[src/rtl/run_parity_detector.sv]
// run_parity_detector
// Per-channel serial monitor. Each channel counts consecutive sampled 1s
// (saturating at RUN_LEN), flags when a run of RUN_LEN or more is in progress,
// and keeps the running parity of all sampled 1s. A shared mode select picks
// which of those flags is registered onto data_out.
//
// Ports:
//   clk        rising-edge clock
//   rst        asynchronous active-high reset
//   clear      synchronous clear of all channel state and data_out
//   sample_en  qualifies data_in for the current edge
//   mode       00: run|par  01: run  10: par  11: run&par
//   data_in    one serial bit per channel
//   data_out   registered per-channel result
//   any_out    OR of data_out
module run_parity_detector #(
  parameter int CHANNELS = 4,
  parameter int RUN_LEN  = 2
) (
  input  logic                clk,
  input  logic                rst,
  input  logic                clear,
  input  logic                sample_en,
  input  logic [1:0]          mode,
  input  logic [CHANNELS-1:0] data_in,
  output logic [CHANNELS-1:0] data_out,
  output logic                any_out
);

  localparam int CNT_W = $clog2(RUN_LEN + 1);

  localparam logic [CNT_W-1:0] RUN_MAX = CNT_W'(RUN_LEN);
  // A 1 arriving while the count already holds RUN_LEN-1 completes a run.
  localparam logic [CNT_W-1:0] RUN_THR = CNT_W'(RUN_LEN - 1);

  logic [CNT_W-1:0]    cnt [CHANNELS];
  logic [CHANNELS-1:0] run_q;
  logic [CHANNELS-1:0] par_q;
  logic [CHANNELS-1:0] fout;

  // Output function uses the flag values from before the current edge, which
  // gives data_out its one-edge lag behind the flags.
  always_comb begin
    fout = '0;
    for (int i = 0; i < CHANNELS; i++) begin
      case (mode)
        2'b00:   fout[i] = run_q[i] | par_q[i];
        2'b01:   fout[i] = run_q[i];
        2'b10:   fout[i] = par_q[i];
        default: fout[i] = run_q[i] & par_q[i];
      endcase
    end
  end

  always_ff @(posedge clk or posedge rst) begin
    if (rst) begin
      for (int i = 0; i < CHANNELS; i++) cnt[i] <= '0;
      run_q    <= '0;
      par_q    <= '0;
      data_out <= '0;
    end else if (clear) begin
      for (int i = 0; i < CHANNELS; i++) cnt[i] <= '0;
      run_q    <= '0;
      par_q    <= '0;
      data_out <= '0;
    end else begin
      if (sample_en) begin
        for (int i = 0; i < CHANNELS; i++) begin
          if (data_in[i]) begin
            if (cnt[i] != RUN_MAX) cnt[i] <= cnt[i] + 1'b1;
          end else begin
            cnt[i] <= '0;
          end
          run_q[i] <= data_in[i] && (cnt[i] >= RUN_THR);
          par_q[i] <= par_q[i] ^ data_in[i];
        end
      end
      data_out <= fout;
    end
  end

  assign any_out = |data_out;

endmodule

[config.mk]
export PLATFORM = sky130hd
export DESIGN_NAME = run_parity_detector
export DESIGN_NICKNAME = d
export VERILOG_FILES = /design/src/rtl/run_parity_detector.sv
export SDC_FILE = /design/constraint.sdc
export NUM_CORES = 1
export LEC_CHECK = 0
export CORE_MARGIN = 2
export CORE_UTILIZATION = 47
export DETAILED_ROUTE_END_ITERATION = 8
export PLACE_DENSITY_LB_ADDON = 0.15
export SLEW_MARGIN = 20
export SYNTH_ARGS = -nofsm -noshare
export SYNTH_HDL_FRONTEND = slang
export SYNTH_SLANG_ARGS = --single-unit
[constraint.sdc]
create_clock -name clk -period 1.3 [get_ports clk]
set_clock_uncertainty 0.1 [all_clocks]
set_input_delay 0.13 -clock clk [delete_from_list [all_inputs] [get_ports clk]]
set_output_delay 0.13 -clock clk [all_outputs]
set_load 0.02 [all_outputs]
==> results of run 1 <==
## worst max-delay path, stage by stage, from the launching register on
cell and delay [ps]:
sky130_fd_sc_hd__dfrtp_1 390, sky130_fd_sc_hd__or4_4 530, sky130_fd_sc_hd__buf_6 140
## metal layers
layer / share of wire (%) / vias up / global-route usage, %
met5: 0 / - / 0
met4: 0.67 / 0 / 5.26
met3: 2.7 / 2 / 2.63
met2: 49 / 12 / 31.4
met1: 48 / 402 / 22.5
li1: - / 435 / -
## logic make-up (layout without fill, tap and decap cells)
kind of cell,Yosys count,in the layout
adder cells (fa/ha/maj),8,8
flip-flops,20,20
XOR/XNOR,4,4
buffers and inverters,16,48
AO/OA/AOI/OAI,26,26
AND/OR/NAND/NOR,35,35
## power by group
part	switching (µW)	internal, µW
registers	20.0	649
logic	111	122
clock network	195	171
## worst min path at each step
stage	start	endpoint	slack, ps	cells past startpoint
finish	rst	cnt[0]	40	3
global route	rst	par_q[3]	70	3
CTS	rst	cnt[0]	50	3
detailed placement	rst	cnt[0]	390	3
global placement	rst	cnt[0]	380	3
floorplan	rst	cnt[0]	-6	1
## synth_stat cells
cell,n
sky130_fd_sc_hd__and4bb_1,1
sky130_fd_sc_hd__or3_1,2
sky130_fd_sc_hd__xor2_1,4
sky130_fd_sc_hd__a21bo_2,2
sky130_fd_sc_hd__clkbuf_2,1
sky130_fd_sc_hd__nand2b_1,5
sky130_fd_sc_hd__o32ai_1,1
sky130_fd_sc_hd__o22ai_1,1
sky130_fd_sc_hd__dfrtp_1,20
sky130_fd_sc_hd__nor4bb_1,1
sky130_fd_sc_hd__nor2_1,4
sky130_fd_sc_hd__buf_2,1
sky130_fd_sc_hd__inv_1,12
sky130_fd_sc_hd__clkbuf_1,2
sky130_fd_sc_hd__nand4b_1,4
sky130_fd_sc_hd__nor2b_1,1
sky130_fd_sc_hd__nand2_1,13
sky130_fd_sc_hd__a21oi_1,14
sky130_fd_sc_hd__or4_1,1
sky130_fd_sc_hd__a31oi_1,2
sky130_fd_sc_hd__ha_1,8
sky130_fd_sc_hd__o21ai_0,4
sky130_fd_sc_hd__nand3b_1,3
sky130_fd_sc_hd__a21o_1,1
sky130_fd_sc_hd__a21boi_0,1
## stage by stage
step / TNS (ps) / instances / cell area, µm² / utilization, %
after floorplan: 0 / 109 / 1060 / -
final: -287 / 169 / 1430 / 66.1
after global placement: -2030 / 161 / 1320 / 60.8
after CTS: -301 / 168 / 1380 / 63.6
after detailed placement: -2470 / 161 / 1320 / 60.8
after global routing: -345 / 169 / 1430 / 66.1
## registers in the layout (all words and copies together), names as in the netlist
signal and cells:
cnt 8, data_out 4, par_q 4, run_q 4
## cells in the final DEF, fill, tap and decap left out, types with 2 or more instances in the layout
master,count
sky130_fd_sc_hd__a21oi_2,2
sky130_fd_sc_hd__dfrtp_1,20
sky130_fd_sc_hd__clkbuf_4,3
sky130_fd_sc_hd__inv_1,9
sky130_fd_sc_hd__dlygate4sd2_1,4
sky130_fd_sc_hd__nand4b_1,4
sky130_fd_sc_hd__a31oi_1,2
sky130_fd_sc_hd__o21ai_0,4
sky130_fd_sc_hd__ha_4,3
sky130_fd_sc_hd__nand3b_1,3
sky130_fd_sc_hd__nor2_1,4
sky130_fd_sc_hd__a21bo_2,2
sky130_fd_sc_hd__nand2_1,13
sky130_fd_sc_hd__clkdlybuf4s50_1,9
sky130_fd_sc_hd__nand2b_1,5
sky130_fd_sc_hd__xor2_1,4
sky130_fd_sc_hd__a21oi_1,12
sky130_fd_sc_hd__buf_4,18
sky130_fd_sc_hd__inv_2,3
sky130_fd_sc_hd__ha_1,4
## final cells by class
class                      instances  area, µm²  share of cell area [%]
clock buffer                       4       36.3                    2.53
multi-input combinational         73        546                    38.0
tap                               28       35.0                    2.44
timing repair buffer              32        272                    18.9
sequential                        20        500                    34.9
inverter                          12       45.0                    3.14
## repair_timing
action                                  in CTS  in global routing
setup buffers                                3                  1
endpoints found under the hold margin        0                  0
pin swaps                                    4                  5
endpoints found under the setup margin       9                  6
gates resized for setup                     13                 10
==> Flow_metrics.wiki, run 1 <==
{| class="wikitable"
! Metric !! Value
|-
| Status || finished, violations left
|-
| Violations in the final reports || setup timing
|-
| Fraction of final layout cells with drive strength greater than 1 || between 20% and 30%
|-
| Synthesized area divided by synthesized cell count || about 9.7 µm²
|-
| Via count of the routed design || roughly 850
|-
| Worst r2r dst || cnt[6]
|-
| Setup violations, final || 1
|-
| Number of nets in the layout || 160
|-
| Number of distinct standard cells referenced by the synthesized netlist || 25
|-
| Ports placed on the boundary || 15
|-
| Peak supply drop || about 0.59 mV
|-
| Gate count after technology mapping || 109
|-
| RSZ-0062 raised after global routing || yes
|-
| Routed via count divided by cell count || 5.04
|-
| Netlist Area Pre-Place || 1050 µm²
|-
| Biggest area consumer among synthesized cells || sky130_fd_sc_hd__dfrtp_1
|-
| Endpoint type of the worst setup path || primary output
|-
| Category of the worst setup path launch point || flop
|-
| Tmin final || 1590 ps
|-
| # clock sinks || 20
|-
| Violation count after the first detailed-route iteration || 3
|-
| Top post-synthesis cells by area || sky130_fd_sc_hd__dfrtp_1 (48%), sky130_fd_sc_hd__ha_1 (9.5%), sky130_fd_sc_hd__a21oi_1 (6.7%)
|-
| Overflow left after global routing || 0
|-
| Slew Limit Headroom || just over 80%
|-
| Total die area || around 2600 µm²
|-
| Fraction of the mapped netlist area in compound gates || around 15%
|-
| Maxcap violations || 0
|-
| Detailed-route wire length per cell || ~12 µm
|-
| Number of remaining DRC errors || 0
|-
| Hold buffer count at cts || 0
|-
| Yosys top cell area share || a little under half
|-
| Main combinational cell family by area after synthesis || simple AND/OR/NAND/NOR gates
|-
| Die Y || 51.3 µm
|-
| Power density normalized to cell area || 885 nW/µm²
|-
| Number of global-route vias before repair || 811
|-
| Critical path origin || data_out[2]
|-
| CTS root buf || sky130_fd_sc_hd__clkbuf_4
|-
| Maximum number of pins on one net before global-route repair || 21
|-
| Clock slew at reported path FFs || ~120 ps
|-
| Origin of the critical flop-to-flop path || cnt[7]
|-
| PnR Total Power || around 1300 µW
|-
| Placeable Area || 2170 µm²
|-
| HPWL after detailed placement || about 1400 µm
|-
| Achievable clock frequency || around 0.63 GHz
|-
| Final critical-path share of the clock period || 122%
|-
| TritonCTS clock tree || done
|-
| Number of nets with antenna violations after routing || 0
|-
| Synthesis-to-finish area growth || 36.3%
|-
| P_leak || roughly 0.00065 µW
|-
| GRT Overall Usage || 17.8%
|-
| Share of the yosys chip area belonging to registers || between 40% and 50%
|-
| Depth of the worst register-to-register path || 3
|-
| Top fanout value on the critical path || 2
|-
| Fill cells || a little over 200
|-
| Number of buffers inserted during clock tree synthesis || 3
|-
| Wire length reported by the detailed router || 2090 µm
|-
| Final setup margin || -287 ps
|-
| Flop2flop setup slack || 20 ps
|-
| CTS HTree Levels || 1
|-
| Yosys Warn Count || 0
|-
| Die span in x || slightly above 50 µm
|-
| Syn_nets || roughly 130
|-
| Final slew viol count || 0
|-
| Global-route wire length before repair || approximately 3500 µm
|-
| Share of cell area taken by muxes after synthesis || 0%
|-
| Worst Hold Margin || around 38 ps
|-
| Worst Tran Pin Value || approximately 260 ps
|-
| Share of synthesized cell area in full adder, half adder and majority cells || a little under a tenth
|-
| Row count || 17
|-
| Port-buffer cells || 14
|-
| Minimum setup slack after placement || -353 ps
|-
| Starting utilization of the core area || 48.5%
|-
| Weighted congestion at the end of routability-driven global placement || a little over 0.7
|-
| Initial antenna violation count || 0
|-
| Clk_lat worst skew || 300 ps
|-
| Fraction of synthesized cell area in xor and xnor cells || 3.33%
|-
| Fraction of the mapped netlist area in simple logic gates || a little under a fifth
|-
| Required time worst endpoint || between 1000 and 1500 ps
|-
| Number of hold violations in the final report || 0
|-
| Clock buffer depth || 2
|-
| Worst min-delay path class || in2async
|-
| Total of flip-flops plus latches after synthesis || 20
|-
| Iteration count of the initial detailed-routing pass || 4
|-
| Number of antenna cells inserted || 0
|-
| Worst setup path category || reg2out
|-
| Arrival time at the worst endpoint || between 1000 and 1500 ps
|-
| Critical path destination || any_out
|}
(Power assumes the default switching activity.)
==> inputs of run 2 (changes only) <==
--- a/config.mk
+++ b/config.mk
@@ -5,6 +5,7 @@
 export SDC_FILE = /design/constraint.sdc
 export NUM_CORES = 1
 export LEC_CHECK = 0
+export ABC_CLOCK_PERIOD_IN_PS = 1300
 export CORE_MARGIN = 2
 export CORE_UTILIZATION = 47
 export DETAILED_ROUTE_END_ITERATION = 8
==> results of run 2 <==
Final layout, timing and power as in run 1 (identical DEF).
==> inputs of run 3 (changes only) <==
--- a/config.mk
+++ b/config.mk
@@ -6,10 +6,11 @@
 export NUM_CORES = 1
 export LEC_CHECK = 0
 export ABC_CLOCK_PERIOD_IN_PS = 1300
+export CAP_MARGIN = 10
 export CORE_MARGIN = 2
 export CORE_UTILIZATION = 47
 export DETAILED_ROUTE_END_ITERATION = 8
-export PLACE_DENSITY_LB_ADDON = 0.15
+export PLACE_DENSITY_LB_ADDON = 0.1
 export SLEW_MARGIN = 20
 export SYNTH_ARGS = -nofsm -noshare
 export SYNTH_HDL_FRONTEND = slang
==> Flow_metrics.wiki, run 3 (same netlist as run 1, synthesis figures left out) <==
{| class="wikitable"
! Metric !! Value
|-
| Status || finished, violations left
|-
| Violations in the final reports || setup timing
|-
| Number of buffers and inverters on the critical path || 1 (unchanged)
|-
| Family of cells with the greatest summed delay on the critical path || simple AND/OR/NAND/NOR gates
|-
| Top fanout value on the critical path || 2 (unchanged)
|-
| PnR Total Power || 1190 µW (-6.2%)
|-
| Number of global-route vias before repair || 779 (-3.9%)
|-
| Number of buffers inserted during clock tree synthesis || 3 (unchanged)
|-
| Combinational power share || 19.4% (+1.0 points)
|-
| Clock slew at reported path FFs || 110 ps (about the same)
|-
| Achievable clock frequency || 0.633 GHz (+0.45%)
|-
| Clk_lat worst skew || 290 ps (about the same)
|-
| # clock sinks || 20 (unchanged)
|-
| Iteration count of the initial detailed-routing pass || 4 (unchanged)
|-
| CP max stage cell || sky130_fd_sc_hd__or4_4
|-
| P_leak || 0.000630 µW (-3.3%)
|-
| Depth of the worst register-to-register path || 5 (+2)
|-
| Slew Limit Headroom || 82.7% (+0.13 points)
|-
| Maximum number of pins on one net before global-route repair || 21 (unchanged)
|-
| Highest cell delay on the worst timing path || 530 ps (about the same)
|-
| HPWL after detailed placement || 1410 µm (-0.15%)
|-
| Category of the worst setup path launch point || flop
|-
| Cells along the critical path || or4_4 -> buf_6
|-
| Via count of the routed design || 847 (-0.47%)
|-
| Worst r2r dst || cnt[2]
|-
| Arrival time at the worst endpoint || 1350 ps (about the same)
|-
| Number of nets with antenna violations after routing || 0 (unchanged)
|-
| Sequential fraction of design power || 56.2% (+3.4 points)
|-
| Detailed-route wire length per cell || 12.5 µm (+1.2%)
|-
| Row count || 17 (unchanged)
|-
| Hold buffer count at cts || 0 (unchanged)
|-
| Minimum setup slack after placement || -349 ps (+3.99 ps)
|-
| RSZ-0062 raised after global routing || yes
|-
| Weighted congestion at the end of routability-driven global placement || 0.678 (-3.9%)
|-
| Routed via count divided by cell count || 5.13 (+1.9%)
|-
| Total die area || 2630 µm² (unchanged)
|-
| Final design utilization || 64.5% (-1.6 points)
|-
| P_sw || 312 µW (-4.2%)
|-
| Worst setup path category || reg2out
|-
| Initial antenna violation count || 0 (unchanged)
|-
| Most flops, register || cnt
|-
| Ports placed on the boundary || 15 (unchanged)
|-
| Combined flip-flop and latch cell area || 500 µm² (unchanged)
|-
| CTS HTree Levels || 1 (unchanged)
|-
| Placeable Area || 2170 µm² (unchanged)
|-
| Synthesis-to-finish area growth || 33.1%
|-
| Commonest non-fill, non-tap cell in the layout || sky130_fd_sc_hd__dfrtp_1
|-
| Number of nets in the layout || 157 (-1.9%)
|-
| Number of stages on the worst setup path || 2 (unchanged)
|-
| Power density normalized to cell area || 850 nW/µm² (-4.0%)
|-
| Leading cell types in the layout, fill and taps excluded || sky130_fd_sc_hd__dfrtp_1 (20), sky130_fd_sc_hd__buf_4 (15), sky130_fd_sc_hd__a21oi_1 (13), sky130_fd_sc_hd__nand2_1 (13), sky130_fd_sc_hd__inv_1 (10)
|-
| Tmin final || 1580 ps (-7.14 ps)
|-
| Switching Share || 26.3% (+0.55 points)
|-
| Design internal power || 877 µW (-6.9%)
|-
| Clock group share of total power || 24.5% (-4.3 points)
|-
| Cell area after layout || 1400 µm² (-2.4%)
|-
| Starting utilization of the core area || 48.5% (unchanged)
|-
| Die Y || 51.3 µm (unchanged)
|-
| Worst min-delay path class || in2async
|-
| Number of hold violations in the final report || 0 (unchanged)
|-
| Multi-input gate area || 548 µm² (+0.46%)
|-
| Critical path destination || any_out
|-
| Peak supply drop || 0.521 mV (-11%)
|-
| Flip-flop count of the largest register after layout || 8 (unchanged)
|-
| Wire length reported by the detailed router || 2070 µm (-1.1%)
|-
| Maxcap violations || 0 (unchanged)
|-
| CTS root buf || sky130_fd_sc_hd__clkbuf_4
|-
| GRT Overall Usage || 16.4% (-1.4 points)
|-
| Count of placed standard cells in the final layout, fillers left out || 165 (-2.4%)
|-
| Inst Count DP || 160 (-0.62%)
|-
| Flop2flop setup slack || -20 ps (-40 ps)
|-
| Fraction of final layout cells with drive strength greater than 1 || 22.6% (-2.9 points)
|-
| Required time worst endpoint || 1070 ps (about the same)
|-
| Critical path origin || data_out[1]
|-
| Violation count after the first detailed-route iteration || 10 (+7)
|-
| Global routing usage on met2 || 27.7% (-3.7 points)
|-
| Overflow left after global routing || 0 (unchanged)
|-
| Final slew viol count || 0 (unchanged)
|-
| Port-buffer cells || 14 (unchanged)
|-
| Final setup margin || -280 ps (+7.14 ps)
|-
| Total placed instance area || 1310 µm² (-0.57%)
|-
| Fill cells || 187 (-7.4%)
|-
| Number of antenna cells inserted || 0 (unchanged)
|-
| Number of remaining DRC errors || 0 (unchanged)
|-
| TritonCTS clock tree || done
|-
| Die span in x || 51.3 µm (unchanged)
|-
| Global-route wire length before repair || 3220 µm (-8.3%)
|-
| Final critical-path share of the clock period || 122% (-0.55 points)
|-
| Met3 track demand over resource in global routing || 2.63% (unchanged)
|-
| Setup violations, final || 2 (+1)
|-
| Clock buffer depth || 2 (unchanged)
|-
| Most utilized layer in the global route result || met2
|-
| Origin of the critical flop-to-flop path || cnt[2]
|-
| Worst Tran Pin Value || 260 ps (-1.91 ps)
|-
| Endpoint type of the worst setup path || primary output
|-
| Met1 routing resource usage after global routing || 20.8% (-1.7 points)
|}
-- run 3: cell count changes in the layout (fill, tap and decap cells not counted) --
cell / change
sky130_fd_sc_hd__a21oi_1: +1
sky130_fd_sc_hd__a21oi_2: -1
sky130_fd_sc_hd__buf_4: -3
sky130_fd_sc_hd__clkbuf_8: -1
sky130_fd_sc_hd__inv_1: +1
sky130_fd_sc_hd__inv_2: -1
sky130_fd_sc_hd__nor4bb_1: -1
sky130_fd_sc_hd__nor4bb_2: +1
-- run 3: power by group through the flow --
stage	clock (µW)	combinational [µW]	sequential, µW
after detailed placement	0	215	680
final	291	230	668
after global routing	321	255	673
after floorplan	0	109	683
after CTS	299	220	667
after global placement	0	208	679
-- run 3: stage by stage --
step	setup TNS, ps	hold slack, ps
CTS	-290	63.5
floorplan	0	-6.17
global placement	-1260	380
global route	-399	76.5
detailed placement	-1470	383
finish	-300	54.8
-- run 3: how the worst min path moves through the flow --
stage | start | to | slack, ps
3_5_place_dp | rst | cnt[0] | 380
5_1_grt | rst | cnt[0] | 80
2_1_floorplan | rst | cnt[0] | -6
3_3_place_gp | rst | cnt[0] | 380
4_1_cts | rst | cnt[0] | 60
6_report | rst | cnt[0] | 50
-- run 3: timing repair --
item / 4_1_cts / 5_1_grt
buffers inserted: 2 / 0
hold endpoints to repair: 0 / 0
setup endpoints to repair: 9 / 6
pin swaps: 3 / 7
gates resized for setup: 13 / 9
gates cloned: 0 / 0
-- run 3: area by class of cell --
class | count | share of cell area (%)
multi-input cells | 73 | 39.1
flip-flops and latches | 20 | 35.7
repair buffers | 29 | 17.8
inverters | 12 | 3.22
well taps | 28 | 2.50
clock buffers | 3 | 1.61
-- run 3: per-layer routing --
layer,up-vias,share of wire [%]
li1,430,-
met2,17,51
met5,-,0
met1,398,44
met3,2,4.1
met4,0,0.77
-- run 3: worst min-delay path: cells and delay by family --
kind / cells / cell delay, ps
buffers and inverters: 3 / 710
